**src/rtl/vote_pkg.sv**
```systemverilog
// Shared types and constants for the vote collector front end.
// Ballots are one-hot per candidate; 000 means abstain.
package vote_pkg;

  localparam int N_VOTERS = 5;
  localparam int CAND_W   = 3;
  localparam int TIMER_W  = 16;

  typedef enum logic [1:0] {
    IDLE,
    OPEN,
    CLOSED
  } state_t;

  function automatic logic [CAND_W-1:0] sel_to_onehot(input logic [1:0] sel);
    logic [CAND_W-1:0] onehot;
    onehot = '0;
    case (sel)
      2'd0:    onehot = 3'b001;
      2'd1:    onehot = 3'b010;
      2'd2:    onehot = 3'b100;
      default: onehot = 3'b000;
    endcase
    return onehot;
  endfunction

endpackage

```
**src/rtl/vote_collector_if.sv**
```systemverilog
// Vote intake and ballot delivery signals between the collector and its
// environment. master = vote source / ballot consumer, slave = collector.
interface vote_collector_if;
  import vote_pkg::*;

  logic                start;
  logic                vote_valid;
  logic [2:0]          vote_id;
  logic [1:0]          vote_sel;
  logic                vote_ack;
  logic                vote_nak;
  logic                busy;
  logic [N_VOTERS-1:0] voted_mask;
  logic                ballot_valid;
  logic                ballot_ready;
  logic [CAND_W-1:0]   ballot_1;
  logic [CAND_W-1:0]   ballot_2;
  logic [CAND_W-1:0]   ballot_3;
  logic [CAND_W-1:0]   ballot_4;
  logic [CAND_W-1:0]   ballot_5;

  modport master (
    output start, vote_valid, vote_id, vote_sel, ballot_ready,
    input  vote_ack, vote_nak, busy, voted_mask, ballot_valid,
           ballot_1, ballot_2, ballot_3, ballot_4, ballot_5
  );

  modport slave (
    input  start, vote_valid, vote_id, vote_sel, ballot_ready,
    output vote_ack, vote_nak, busy, voted_mask, ballot_valid,
           ballot_1, ballot_2, ballot_3, ballot_4, ballot_5
  );

endinterface

```
**src/rtl/round_timer.sv**
```systemverilog
// Round length counter: cleared when a round opens, counts open cycles,
// and flags the last cycle of the round combinationally.
module round_timer
  import vote_pkg::*;
#(
  parameter int unsigned TIMEOUT = 255
) (
  input  logic clk,
  input  logic rst,
  input  logic i_clear,
  input  logic i_enable,
  output logic o_expire
);

  logic [TIMER_W-1:0] r_count;

  // NOTE: sequential state is assigned with <= so every flop samples
  // pre-edge values regardless of statement order.
  always_ff @(posedge clk) begin
    if (rst) begin
      r_count <= '0;
    end else if (i_clear) begin
      r_count <= '0;
    end else if (i_enable) begin
      r_count <= r_count + TIMER_W'(1);
    end
  end

  assign o_expire = (r_count == TIMER_W'(TIMEOUT - 1));

endmodule

```
**src/rtl/vote_collector.sv**
```systemverilog
// Collects one vote per voter over valid/ack, closes the round on a full
// mask or timeout, then holds the five ballots until the consumer takes them.
module vote_collector
  import vote_pkg::*;
#(
  parameter int unsigned TIMEOUT = 255
) (
  input  logic             clk,
  input  logic             rst,
  vote_collector_if.slave  bus
);

  state_t              r_state;
  state_t              w_next_state;
  logic [CAND_W-1:0]   r_ballot [N_VOTERS];
  logic [N_VOTERS-1:0] r_mask;
  logic                r_ack;
  logic                r_nak;

  logic                w_start_round;
  logic                w_expire;
  logic                w_timer_expire;
  logic                w_id_ok;
  logic                w_sel_ok;
  logic                w_accept;
  logic                w_all_voted;
  logic [N_VOTERS-1:0] w_id_bit;

  round_timer #(.TIMEOUT(TIMEOUT)) u_timer (
    .clk      (clk),
    .rst      (rst),
    .i_clear  (w_start_round),
    .i_enable (r_state == OPEN),
    .o_expire (w_timer_expire)
  );

  // Out-of-range ids shift the bit off the top and give an all-zero select.
  assign w_id_bit    = N_VOTERS'(1) << bus.vote_id;
  assign w_id_ok     = bus.vote_id < 3'(N_VOTERS);
  assign w_sel_ok    = bus.vote_sel < 2'(CAND_W);
  assign w_accept    = (r_state == OPEN) && bus.vote_valid && w_id_ok && w_sel_ok
                       && ((r_mask & w_id_bit) == '0);
  assign w_all_voted = &(r_mask | (w_accept ? w_id_bit : '0));
  assign w_expire    = w_timer_expire && (r_state == OPEN);

  // NOTE: every always_comb output gets a default first so no path can
  // leave it unassigned and infer a latch.
  always_comb begin
    w_next_state  = r_state;
    w_start_round = 1'b0;
    unique case (r_state)
      IDLE: begin
        if (bus.start) begin
          w_next_state  = OPEN;
          w_start_round = 1'b1;
        end
      end
      OPEN:    if (w_all_voted || w_expire) w_next_state = CLOSED;
      CLOSED:  if (bus.ballot_ready) w_next_state = IDLE;
      default: w_next_state = IDLE;
    endcase
  end

  // NOTE: the ballot array drives output ports directly, so it is reset
  // like any other register rather than left as uninitialised storage.
  always_ff @(posedge clk) begin
    if (rst) begin
      r_state <= IDLE;
      r_mask  <= '0;
      r_ack   <= 1'b0;
      r_nak   <= 1'b0;
      for (int i = 0; i < N_VOTERS; i++) r_ballot[i] <= '0;
    end else begin
      r_state <= w_next_state;
      r_ack   <= w_accept;
      r_nak   <= bus.vote_valid && !w_accept;
      if (w_start_round) begin
        r_mask <= '0;
        for (int i = 0; i < N_VOTERS; i++) r_ballot[i] <= '0;
      end else if (w_accept) begin
        r_mask <= r_mask | w_id_bit;
        for (int i = 0; i < N_VOTERS; i++) begin
          if (w_id_bit[i]) r_ballot[i] <= sel_to_onehot(bus.vote_sel);
        end
      end
    end
  end

  assign bus.vote_ack     = r_ack;
  assign bus.vote_nak     = r_nak;
  assign bus.busy         = (r_state != IDLE);
  assign bus.ballot_valid = (r_state == CLOSED);
  assign bus.voted_mask   = r_mask;
  assign bus.ballot_1     = r_ballot[0];
  assign bus.ballot_2     = r_ballot[1];
  assign bus.ballot_3     = r_ballot[2];
  assign bus.ballot_4     = r_ballot[3];
  assign bus.ballot_5     = r_ballot[4];

endmodule

```
**src/flat_wrapper.sv**
```systemverilog
// flat-port wrapper written by rule: the top's interface ports become plain ports
module vote_collector_flat import vote_pkg::*;
#(
  parameter int unsigned TIMEOUT = 255
)
  (clk, rst, bus_start, bus_vote_valid, bus_vote_id, bus_vote_sel, bus_ballot_ready, bus_vote_ack, bus_vote_nak, bus_busy, bus_voted_mask, bus_ballot_valid, bus_ballot_1, bus_ballot_2, bus_ballot_3, bus_ballot_4, bus_ballot_5);
  vote_collector_if bus_i ();
  input  logic clk;
  input  logic rst;
  input wire logic [$bits(bus_i.start)-1:0] bus_start;
  input wire logic [$bits(bus_i.vote_valid)-1:0] bus_vote_valid;
  input wire logic [$bits(bus_i.vote_id)-1:0] bus_vote_id;
  input wire logic [$bits(bus_i.vote_sel)-1:0] bus_vote_sel;
  input wire logic [$bits(bus_i.ballot_ready)-1:0] bus_ballot_ready;
  output wire logic [$bits(bus_i.vote_ack)-1:0] bus_vote_ack;
  output wire logic [$bits(bus_i.vote_nak)-1:0] bus_vote_nak;
  output wire logic [$bits(bus_i.busy)-1:0] bus_busy;
  output wire logic [$bits(bus_i.voted_mask)-1:0] bus_voted_mask;
  output wire logic [$bits(bus_i.ballot_valid)-1:0] bus_ballot_valid;
  output wire logic [$bits(bus_i.ballot_1)-1:0] bus_ballot_1;
  output wire logic [$bits(bus_i.ballot_2)-1:0] bus_ballot_2;
  output wire logic [$bits(bus_i.ballot_3)-1:0] bus_ballot_3;
  output wire logic [$bits(bus_i.ballot_4)-1:0] bus_ballot_4;
  output wire logic [$bits(bus_i.ballot_5)-1:0] bus_ballot_5;
  assign bus_i.start = bus_start;
  assign bus_i.vote_valid = bus_vote_valid;
  assign bus_i.vote_id = bus_vote_id;
  assign bus_i.vote_sel = bus_vote_sel;
  assign bus_i.ballot_ready = bus_ballot_ready;
  assign bus_vote_ack = bus_i.vote_ack;
  assign bus_vote_nak = bus_i.vote_nak;
  assign bus_busy = bus_i.busy;
  assign bus_voted_mask = bus_i.voted_mask;
  assign bus_ballot_valid = bus_i.ballot_valid;
  assign bus_ballot_1 = bus_i.ballot_1;
  assign bus_ballot_2 = bus_i.ballot_2;
  assign bus_ballot_3 = bus_i.ballot_3;
  assign bus_ballot_4 = bus_i.ballot_4;
  assign bus_ballot_5 = bus_i.ballot_5;
  vote_collector #(.TIMEOUT(TIMEOUT)) u_core (.clk(clk), .rst(rst), .bus(bus_i));
endmodule
```
**config.mk**
```make
export PLATFORM = sky130hd
export DESIGN_NAME = vote_collector_flat
export DESIGN_NICKNAME = d
export VERILOG_FILES = /design/src/rtl/vote_pkg.sv /design/src/rtl/vote_collector_if.sv /design/src/rtl/round_timer.sv /design/src/rtl/vote_collector.sv /design/src/flat_wrapper.sv
export SDC_FILE = /design/constraint.sdc
export NUM_CORES = 1
export LEC_CHECK = 0
export BUFFER_PORTS_ARGS = -buffer_cell sky130_fd_sc_hd__buf_4
export CAP_MARGIN = 20
export CORE_ASPECT_RATIO = 0.75
export CORE_MARGIN = 2
export CORE_UTILIZATION = 39
export DETAILED_ROUTE_END_ITERATION = 8
export GPL_TIMING_DRIVEN = 0
export PLACE_DENSITY_LB_ADDON = 0.08
export SYNTH_ARGS = -nofsm -noshare
export SYNTH_HDL_FRONTEND = slang
export SYNTH_SLANG_ARGS = --single-unit
export TNS_END_PERCENT = 50
```
**constraint.sdc**
```tcl
create_clock -name clk -period 2.3 [get_ports clk]
set_clock_uncertainty 0.2 [all_clocks]
set_input_delay 0.23 -clock clk [delete_from_list [all_inputs] [get_ports clk]]
set_output_delay 0.23 -clock clk [all_outputs]
set_load 0.01 [all_outputs]
```
==> impl_metrics.toml, run 1 <==
[timing]
timing.final.crit_period_ps = 2191
final_min_period_over_clock_period = 0.9527
finalSetupTns_ps = 0
slew_viol_final = 0
worst_pin_slew_ps = 579.8
max_freq_mhz = 456.4
setup_repair_after_global_routing_missed_its_margin = "true"
finalSetupViolCount = 0
slew_headroom = 0.6134
finalHoldViolations = 0

[job]
drv_cap = 0

[floorplanning]
fp.dieW_um = 81.22
start_util = 0.3975
io-pin-count = 34
die-height_um = 61.92
num_rows = 21
core_region_area_sq_um = 4388
fp.dieArea_sq_um = 5029

[logic_synthesis]
post_synth_mux_area_share = 0.01220
main_combinational_cell_family_by_area_after_synthesis = "simple AND/OR/NAND/NOR gates"
synth_cells = 166
synth.cell_area_sq_um = 1744
synth_cell_types = 46
postSynthAreaPerCell_sq_um = 10.51
sequential_to_total_area_share_from_yosys_stat = 0.5452
postSynthRegisterBits = 40
synth_simple_gate_area_share = 0.2346
mappedNetlistNets = 178
synth_area_in_xor_xnor = 0.07030
synth_fa_ha_area_frac = 0.01435
synth_compound_area_frac = 0.08967
ys_warn_count = 0

[worst_setup_path]
path_cells = "and2b_1, buf_4, and3_1, o311a_2, nand2b_1, o31ai_1"
critical_path.endpoint_type = "register"
worst-r2r-cell-count = 6
critical_path.top_delay_family = "compound AO/OA/AOI/OAI gates"
r2r_start = "u_core.r_state[0]$_SDFFE_PP0P_"
timing.critical_path.arrival_ps = 1940
worst_setup_path_start_kind = "register"
timing.setup.critical_path_class = "reg2reg"
cp_max_fo = 9
buf_inv_stages_crit_path = 1
cp_slowest_stage_delay_ps = 420
cp_data_required_time_ps = 2050
rr_endpoint = "u_core.r_ballot[0][2]$_DFFE_PP_"
r2r_setup_slack_ps = 110
crit_path_top_delay_cell = "o31ai_1"

[global_routing]
number_of_antenna_violations_at_the_first_check_in_global_routing = 0
grt_max_degree = 15
number_of_global_route_vias_before_repair = 1192
grt_util_all_layers = 0.1517
grt_pass1_wl_um = 5623
grt_overflow_total = 0

[routing]
drcViolationCount = 0
vias = 1331
detailed_router_s_first_iteration_violation_count = 75
number_of_routed_nets_with_antenna_violations = 0
vias_per_cell = 5.061
drt_pre_antenna_iters = 4
final_routed_wirelength_across_all_metal_layers_um = 3504
wl_per_cell_um = 13.32

[hold_path]
min_to = "u_core.r_state[0]$_SDFFE_PP0P_"
min_delay_path_depth = 3
hold_path.startpoint = "bus_start"
holdCritPathClass = "in2reg"

[pwr]
leakage_nw = 0.8375
ir_drop_v = 0.0004315
power-per-cell-area_nw_per_um2 = 706.7
power_w = 0.001543

[clocking]
h-tree-depth = 2
tritoncts_buffers = 5
cts_tree = "built"
clk_root_buffer_cell = "clkbuf_8"
ctsLongestPathBuffers = 2
cts_post_setup_buffers_inserted = 0
cts.sinks = 40
clkTransAtPathRegs_ps = 80
clock_latency_ps = 300

[place]
dp_hpwl_um = 2635
io_buffers = 31
routabilityCongestion = 0.7608

[layout]
multiInputGateArea_sq_um = 744.5
fill_cells = 403
flow.area_growth_from_synthesis_pct = 25.18
antenna_cells = 0
regArea_sq_um = 950.9
post_route_cells_drive_above_1_share = 0.2573
final_net_count = 217

[run_status]
status = "finished clean"
cells by family after synthesis:
logic type	after synthesis
simple gates	74
flops	40
compound gates	22
xor+xnor	14
buf+inv	12
mux	2
fa+ha+maj	2
synthesized netlist by cell type, drive strengths merged:
master / count / area [sq um]
a211oi: 2 / 15.01
and4: 2 / 17.52
ha: 2 / 25.02
clkbuf: 2 / 7.510
a31o: 1 / 8.760
a41o: 2 / 20.02
buf: 4 / 28.78
and2b: 1 / 7.510
a21oi: 4 / 20.02
nor2: 24 / 90.09
o22ai: 1 / 6.260
o21ai: 3 / 15.01
edfxtp: 15 / 450.4
a32oi: 2 / 17.52
dfxtp: 25 / 500.5
mux2i: 1 / 10.01
xnor2: 6 / 52.55
nand2: 13 / 48.80
o311a: 1 / 11.26
or4b: 1 / 10.01
or2: 1 / 6.260
a31oi: 2 / 12.51
nand4: 3 / 18.77
o31ai: 3 / 22.52
nor3b: 3 / 32.53
xor2: 8 / 70.07
nand3b: 1 / 7.510
nor3: 4 / 25.02
and4b: 1 / 13.76
inv: 6 / 22.52
o21a: 1 / 7.510
and2: 4 / 25.02
and3: 2 / 12.51
mux2: 1 / 11.26
nand3: 4 / 25.02
nand2b: 4 / 25.02
nor4: 3 / 25.02
nor2b: 3 / 18.77
stage by stage:
| stage | cell area [sq um] | cells | worst slack, ps | util | hold slack (ps) |
|---|---|---|---|---|---|
| 2_1_floorplan | 1744 | 166 | 319.2 | - | 102.8 |
| 5_1_grt | 2183 | 263 | -21.65 | 0.4976 | 27.48 |
| 6_report | 2183 | 263 | 108.9 | 0.4976 | 16.47 |
| 3_3_place_gp | 2048 | 254 | 98.72 | 0.4668 | 228.9 |
| 4_1_cts | 2173 | 263 | 21.51 | 0.4953 | 10.64 |
| 3_5_place_dp | 2048 | 254 | 22.13 | 0.4668 | 230.7 |
state kept, by name (all words and copies together) (netlist names):
name / flops
u_core.bus.vote_ack: 1
u_core.r_ballot: 15
u_core.bus.vote_nak: 1
u_core.bus.voted_mask: 5
u_core.u_timer.r_count: 16
u_core.r_state: 2
placed cells by master, fill, tap and decap left out, drive strengths merged, types with 2 or more instances in the layout:
master,synthesis,final
nand3,4,4
xor2,8,8
nor4,3,3
nand2b,4,4
nor2b,3,3
edfxtp,15,15
and2,4,4
and3,2,2
nand4,3,3
a41o,2,2
ha,2,2
a21oi,4,4
buf,4,35
xnor2,6,6
o31ai,3,3
o21ai,3,3
dfxtp,25,25
nand2,13,13
nor3,4,4
a211oi,2,2
inv,6,7
a31oi,2,2
and4,2,2
nor2,24,24
a32oi,2,2
clkbuf,2,7
nor3b,3,3
where the power goes:
part	total [W]	internal (W)	switching, W
logic	0.000170	0.0000758	0.0000938
registers	0.000779	0.000764	0.0000150
clock network	0.000594	0.000327	0.000267
total	0.00154	0.00117	0.000376
worst register-to-register path, cell delays in order (launching register included):
cell,delay (ps)
dfxtp_1,410
and2b_1,140
buf_4,150
and3_1,190
o311a_2,240
nand2b_1,90
o31ai_1,420
final cells by class:
class / instances / share of cell area
inverter: 6 / 0.01032
multi-input combinational: 114 / 0.3410
tap: 57 / 0.03266
clock inverter: 3 / 0.02120
sequential: 40 / 0.4355
clock buffer: 5 / 0.03152
buffer: 6 / 0.01662
timing repair buffer: 32 / 0.1112
metal layers:
metal  up-vias  wire [um]  global-route usage
met5         -          0                   0
met4         0         27             0.05085
met3         3        249             0.04480
met2        42       1497              0.2267
met1       620       1731              0.2125
li1        666          -                   -
worst max path at each step:
stage / from / endpoint / slack [ps] / cells after the start
2_1_floorplan: bus_vote_id[0] / u_core.r_ballot[0][0]$_DFFE_PP_ / 320 / 6
3_3_place_gp: bus_vote_id[0] / u_core.r_ballot[0][12]$_DFFE_PP_ / 100 / 6
3_5_place_dp: u_core.r_state[0]$_SDFFE_PP0P_ / u_core.r_ballot[0][5]$_DFFE_PP_ / 20 / 6
4_1_cts: u_core.r_state[0]$_SDFFE_PP0P_ / u_core.r_ballot[0][3]$_DFFE_PP_ / 20 / 6
5_1_grt: u_core.r_state[0]$_SDFFE_PP0P_ / u_core.r_ballot[0][2]$_DFFE_PP_ / -20 / 6
6_report: u_core.r_state[0]$_SDFFE_PP0P_ / u_core.r_ballot[0][2]$_DFFE_PP_ / 110 / 6
repair_timing:
item	CTS	global route
hold endpoints to repair	2	0
setup endpoints to repair	0	11
gates resized for setup	0	2
hold buffers	1	0
Power figures use the tool's default switching activity.
==> run 2, diff against run 1 <==
--- a/config.mk
+++ b/config.mk
@@ -11,7 +11,6 @@
 export CORE_MARGIN = 2
 export CORE_UTILIZATION = 39
 export DETAILED_ROUTE_END_ITERATION = 8
-export GPL_TIMING_DRIVEN = 0
 export PLACE_DENSITY_LB_ADDON = 0.08
 export SYNTH_ARGS = -nofsm -noshare
 export SYNTH_HDL_FRONTEND = slang
==> impl_metrics.toml, run 2 (same netlist as run 1, synthesis figures left out) <==
[run_status]
status = "finished clean"

[worst_setup_path]
crit_path_top_delay_cell = "o31ai_1"
cp_slowest_stage_delay_ps = 420
critical_path.endpoint_type = "register"
cp_max_fo = 5
crit_cells = 5
worst_setup_path_start_kind = "register"
timing.setup.critical_path_class = "reg2reg"
timing.critical_path.arrival_ps = 1850
path_cells = "mux2_1, o22ai_1, o311a_2, nand2b_1, o31ai_1"
critical_path.top_delay_family = "compound AO/OA/AOI/OAI gates"
buf_inv_stages_crit_path = 0
worst-r2r-cell-count = 5
cp_data_required_time_ps = 2040

[layout]
most_common_cell_after_layout_fill_and_taps_aside = "buf_4"
max_flop_register = "u_core.u_timer.r_count"
antenna_cells = 0
fill_cells = 410
final_net_count = 217
largest_reg_flops = 16
commonest_cells_after_routing_fill_and_taps_aside = "37 x buf_4, 25 x dfxtp_1, 24 x nor2_1"
post_route_cells_drive_above_1_share = 0.2573
flow.area_growth_from_synthesis_pct = 25.18

[global_routing]
number_of_antenna_violations_at_the_first_check_in_global_routing = 0
number_of_global_route_vias_before_repair = 1157
grt_overflow_total = 0
grt_pass1_wl_um = 5361
grt_util_all_layers = 0.1466
grt_max_degree = 20

[timing]
slew_headroom = 0.6649
finalSetupViolCount = 0
worst_pin_slew_ps = 498.9
slew_viol_final = 0
finalSetupTns_ps = 0
finalHoldViolations = 0
final_min_period_over_clock_period = 0.9141
setup_repair_after_global_routing_missed_its_margin = "false"
timing.final.crit_period_ps = 2103
max_freq_mhz = 475.6

[pwr]
power.share.sequential = 0.508
ir_drop_v = 0.0004604
combinational_fraction_of_design_power = 0.113
power-per-cell-area_nw_per_um2 = 702.1
internal_power_w = 0.001170
p_clk_frac = 0.379
power_w = 0.001533
leakage_nw = 0.8462
netSwitchingFraction = 0.2365
switchingPower_w = 0.0003625

[clocking]
tritoncts_buffers = 5
postCtsResizedCells = 0
clk_root_buffer_cell = "clkbuf_8"
clkTransAtPathRegs_ps = 80
cts_tree = "built"
clock_latency_ps = 290
ctsLongestPathBuffers = 2
cts.sinks = 40
h-tree-depth = 2

[floorplanning]
io-pin-count = 34
fp.dieArea_sq_um = 5029
die-height_um = 61.92
core_region_area_sq_um = 4388
num_rows = 21
fp.dieW_um = 81.22
start_util = 0.3975

[job]
drv_cap = 0

[place]
io_buffers = 33
routabilityCongestion = 0.7912
dp_hpwl_um = 2616

[routing]
drt_pre_antenna_iters = 4
drcViolationCount = 0
vias = 1316
detailed_router_s_first_iteration_violation_count = 75
number_of_routed_nets_with_antenna_violations = 0
wl_per_cell_um = 13.33
final_routed_wirelength_across_all_metal_layers_um = 3505
vias_per_cell = 5.004

[hold_path]
holdCritPathClass = "in2reg"
min_delay_path_depth = 3
run 2: changes by cell type in the layout (fill, tap and decap cells not counted), moves of 2 or more:
| cell | before | now |
|---|---|---|
| buf_4 | 32 | 37 |
| buf_2 | 2 | 0 |
| clkbuf_1 | 2 | 0 |
| clkinv_4 | 0 | 2 |
run 2: repair_timing:
| item | in CTS | in global routing |
|---|---|---|
| buffers inserted | 0 | 0 |
| endpoints found under the setup margin | 0 | 0 |
| hold buffers | 1 | 0 |
| hold endpoints to repair | 2 | 0 |
run 2: cell type report:
type,count,area [sq um],share of cell area
repair buffers,38,287.8,0.1318
clock inverters,3,47.55,0.02178
clock buffers,5,68.82,0.03152
inverters,6,22.52,0.01032
multi-input cells,114,734.5,0.3364
flip-flops and latches,40,950.9,0.4355
well taps,57,71.32,0.03266
run 2: worst min-delay path, cell delays in order:
cell	delay, ps
buf_4	110
nand2_1	70
a211oi_1	60
run 2: power groups by stage:
stage	Sequential (W)	Clock, W	Combinational, W
after CTS	0.000780	0.000600	0.000174
final	0.000779	0.000581	0.000173
after detailed placement	0.000796	0	0.000172
after global routing	0.000782	0.000623	0.000190
after floorplan	0.000805	0	0.0000811
after global placement	0.000795	0	0.000171
run 2: final timing paths:
kind                                         start                               endpoint  slack (ps)
min                                      bus_start         u_core.r_state[0]$_SDFFE_PP0P_          30
max reg2reg  u_core.bus.voted_mask[3]$_SDFFE_PP0N_        u_core.r_ballot[0][1]$_DFFE_PP_         200
min reg2reg  u_core.bus.voted_mask[2]$_SDFFE_PP0N_  u_core.bus.voted_mask[2]$_SDFFE_PP0N_         280
max          u_core.bus.voted_mask[3]$_SDFFE_PP0N_        u_core.r_ballot[0][1]$_DFFE_PP_         200
run 2: stage by stage:
| stage | hold WS [ps] | area [sq um] | std cells | utilization | setup slack, ps |
|---|---|---|---|---|---|
| 3_5_place_dp | 227.3 | 2057 | 254 | 0.4688 | 118.6 |
| 4_1_cts | 14.43 | 2183 | 263 | 0.4976 | 184.3 |
| 3_3_place_gp | 233.7 | 2057 | 254 | 0.4688 | 157.4 |
| 2_1_floorplan | 102.8 | 1744 | 166 | - | 319.2 |
| 6_report | 32.52 | 2183 | 263 | 0.4976 | 197.5 |
| 5_1_grt | 36.75 | 2183 | 263 | 0.4976 | 68.60 |
run 2: per-layer routing:
metal / vias up / share of wire / global-route usage
met2: 36 / 0.41 / 0.2078
met3: 7 / 0.066 / 0.04913
met1: 610 / 0.51 / 0.2071
met4: 0 / 0.013 / 0.05811
met5: - / 0 / 0
li1: 663 / - / -
==> run 3, diff against run 2 <==
--- a/config.mk
+++ b/config.mk
@@ -5,6 +5,7 @@
 export SDC_FILE = /design/constraint.sdc
 export NUM_CORES = 1
 export LEC_CHECK = 0
+export ABC_AREA = 1
 export BUFFER_PORTS_ARGS = -buffer_cell sky130_fd_sc_hd__buf_4
 export CAP_MARGIN = 20
 export CORE_ASPECT_RATIO = 0.75
==> constraint.sdc (replaced) <==
create_clock -name clk -period 2.3 [get_ports clk]
set_clock_uncertainty 0.2 [all_clocks]
set_input_delay 0.46 -clock clk [delete_from_list [all_inputs] [get_ports clk]]
set_output_delay 0.46 -clock clk [all_outputs]
set_load 0.01 [all_outputs]
==> impl_metrics.toml, run 3 <==
[hold_path]
holdCritPathClass = "in2reg"
hold_path.startpoint = "rst"
min_to = "u_core.r_state[0]$_SDFFE_PP0P_"
min_delay_path_depth = 2

[timing]
max_freq_mhz = 534.4
worst_pin_slew_ps = 369.6
timing.final.crit_period_ps = 1871
setup_repair_after_global_routing_missed_its_margin = "false"
final_min_period_over_clock_period = 0.8136
slew_viol_final = 0
finalHoldViolations = 0
finalSetupViolCount = 0
slew_headroom = 0.7527
finalSetupTns_ps = 0

[worst_setup_path]
crit_path_top_delay_cell = "dfxtp_1"
timing.setup.critical_path_class = "reg2reg"
crit_cells = 8
cp_max_fo = 6
cp_slowest_stage_delay_ps = 430
cp_data_required_time_ps = 2160
critical_path.top_delay_family = "simple AND/OR/NAND/NOR gates"
path_cells = "nand2_4, clkinv_4, nand3_4, nor2_4, nand2_1, inv_2, nand2_1, nor2_1"
critical_path.endpoint_type = "register"
buf_inv_stages_crit_path = 2
r2r_setup_slack_ps = 430
r2r_start = "u_core.r_state[0]$_SDFFE_PP0P_"
worst-r2r-cell-count = 8
timing.critical_path.arrival_ps = 1740
rr_endpoint = "u_core.r_ballot[0][11]$_DFFE_PP_"
worst_setup_path_start_kind = "register"
critical_path.most_common_cell = "nand2_1"

[logic_synthesis]
synth_cells = 206
postSynthRegisterBits = 40
sequential_to_total_area_share_from_yosys_stat = 0.5281
synth_most_common_cell = "nand2_1"
ys_warn_count = 0
postSynthAreaPerCell_sq_um = 8.740
synth_cell_types = 31
synth_enable_flop_cells = 15
synth_async_sr_flop_share = 0
synth_common_cells = "44 x nand2_1, 25 x dfxtp_1, 23 x inv_1"
synth.cell_area_sq_um = 1800
mappedNetlistNets = 218
synthDominantAreaCellType = "dfxtp_1"
most_area_consuming_cells_after_synthesis = "dfxtp_1 28%, edfxtp_1 25%, nand2_1 9.2%"
synth_top_cell_area_share = 0.2780
synth_flop_cell = "dfxtp_1"

[routing]
drcViolationCount = 0
drt_pre_antenna_iters = 4
vias_per_cell = 4.525
wl_per_cell_um = 11.66
vias = 1380
detailed_router_s_first_iteration_violation_count = 50
number_of_routed_nets_with_antenna_violations = 0
final_routed_wirelength_across_all_metal_layers_um = 3556

[place]
dp_hpwl_um = 2726
dp.cells = 297
placed_area_sq_um = 2135
io_buffers = 33
routabilityCongestion = 0.8431

[clocking]
cts_tree = "built"
cts.sinks = 40
postCtsResizedCells = 0
clk_root_buffer_cell = "clkbuf_8"
clkTransAtPathRegs_ps = 70
clock_latency_ps = 290
cts_post_setup_buffers_inserted = 0
tritoncts_buffers = 5
h-tree-depth = 2
ctsLongestPathBuffers = 2
hold_buffers = 0

[layout]
most_common_cell_after_layout_fill_and_taps_aside = "nand2_1"
commonest_cells_after_routing_fill_and_taps_aside = "44 x nand2_1, 36 x buf_4, 25 x dfxtp_1"
regArea_sq_um = 950.9
flow.area_growth_from_synthesis_pct = 27.38
fill_cells = 451
layout_utilization = 0.5165
max_flop_register = "u_core.u_timer.r_count"
final_net_count = 259
largest_reg_flops = 16
post_route_cells_drive_above_1_share = 0.2661
multiInputGateArea_sq_um = 720.7
antenna_cells = 0
final_design_area_no_fill_sq_um = 2293
final_cell_count_no_fill = 305

[job]
drv_cap = 0

[run_status]
status = "finished clean"

[floorplanning]
start_util = 0.4055
core_region_area_sq_um = 4441
fp.dieArea_sq_um = 5181
fp.dieW_um = 82.46
num_rows = 21
io-pin-count = 34
die-height_um = 62.84

[global_routing]
number_of_antenna_violations_at_the_first_check_in_global_routing = 0
grt_max_degree = 16
number_of_global_route_vias_before_repair = 1338
grt_util_all_layers = 0.1617
grt_overflow_total = 0
grt_pass1_wl_um = 6265

[pwr]
leakage_nw = 0.9851
ir_drop_v = 0.0003789
power-per-cell-area_nw_per_um2 = 762.6
power_w = 0.001749
run 3: cell types whose count changed after synthesis, moves of 4 or more:
cell,change
nand2_1,+31
inv_1,+18
a21oi_1,+12
nand3_1,+8
inv_2,+6
xor2_1,-6
xnor2_1,-5
and2_1,-4
nand2b_1,-4
run 3: kinds of logic after synthesis:
kind of cell / share of synthesized area
AO/OA/AOI/OAI: 0.08548
XOR/XNOR: 0.01460
adder cells (fa/ha/maj): 0.01390
buffers and inverters: 0.07158
flip-flops: 0.5281
AND/OR/NAND/NOR: 0.2863
run 3: final cells by class:
type | instances | share of cell area
clock buffers | 5 | 0.03001
well taps | 57 | 0.03110
clock inverters | 3 | 0.03928
flip-flops and latches | 40 | 0.4146
inverters | 31 | 0.05292
repair buffers | 36 | 0.1178
multi-input cells | 133 | 0.3142
run 3: power breakdown:
part	leakage, nW	internal (W)	switching, W	total (W)
clock network	0.0784	0.000543	0.000243	0.000785
registers	0.365	0.000766	0.0000136	0.000779
logic	0.542	0.0000762	0.000108	0.000185
run 3: worst max path at each step:
stage,startpoint,to,slack [ps]
global placement,bus_vote_id[1],u_core.r_ballot[0][2]$_DFFE_PP_,290
floorplan,bus_vote_id[1],u_core.r_ballot[0][10]$_DFFE_PP_,430
detailed placement,bus_vote_id[1],u_core.r_ballot[0][2]$_DFFE_PP_,230
finish,u_core.r_state[0]$_SDFFE_PP0P_,u_core.r_ballot[0][11]$_DFFE_PP_,430
CTS,u_core.r_state[0]$_SDFFE_PP0P_,u_core.r_ballot[0][14]$_DFFE_PP_,440
global route,u_core.r_state[0]$_SDFFE_PP0P_,u_core.r_ballot[0][11]$_DFFE_PP_,250
run 3: per-layer routing:
metal / routed length (um) / vias to the layer above / track usage
met5: 0 / - / 0
met2: 1322 / 34 / 0.2107
li1: - / 751 / -
met4: 65 / 0 / 0.06042
met1: 1966 / 586 / 0.2456
met3: 201 / 9 / 0.05058
run 3: per-stage QoR:
stage | setup slack, ps | hold slack [ps]
floorplan | 432.4 | 250.1
global placement | 287.4 | 282.3
finish | 428.6 | 126.0
detailed placement | 225.3 | 290.4
CTS | 443.4 | 118.3
global route | 248.1 | 119.9
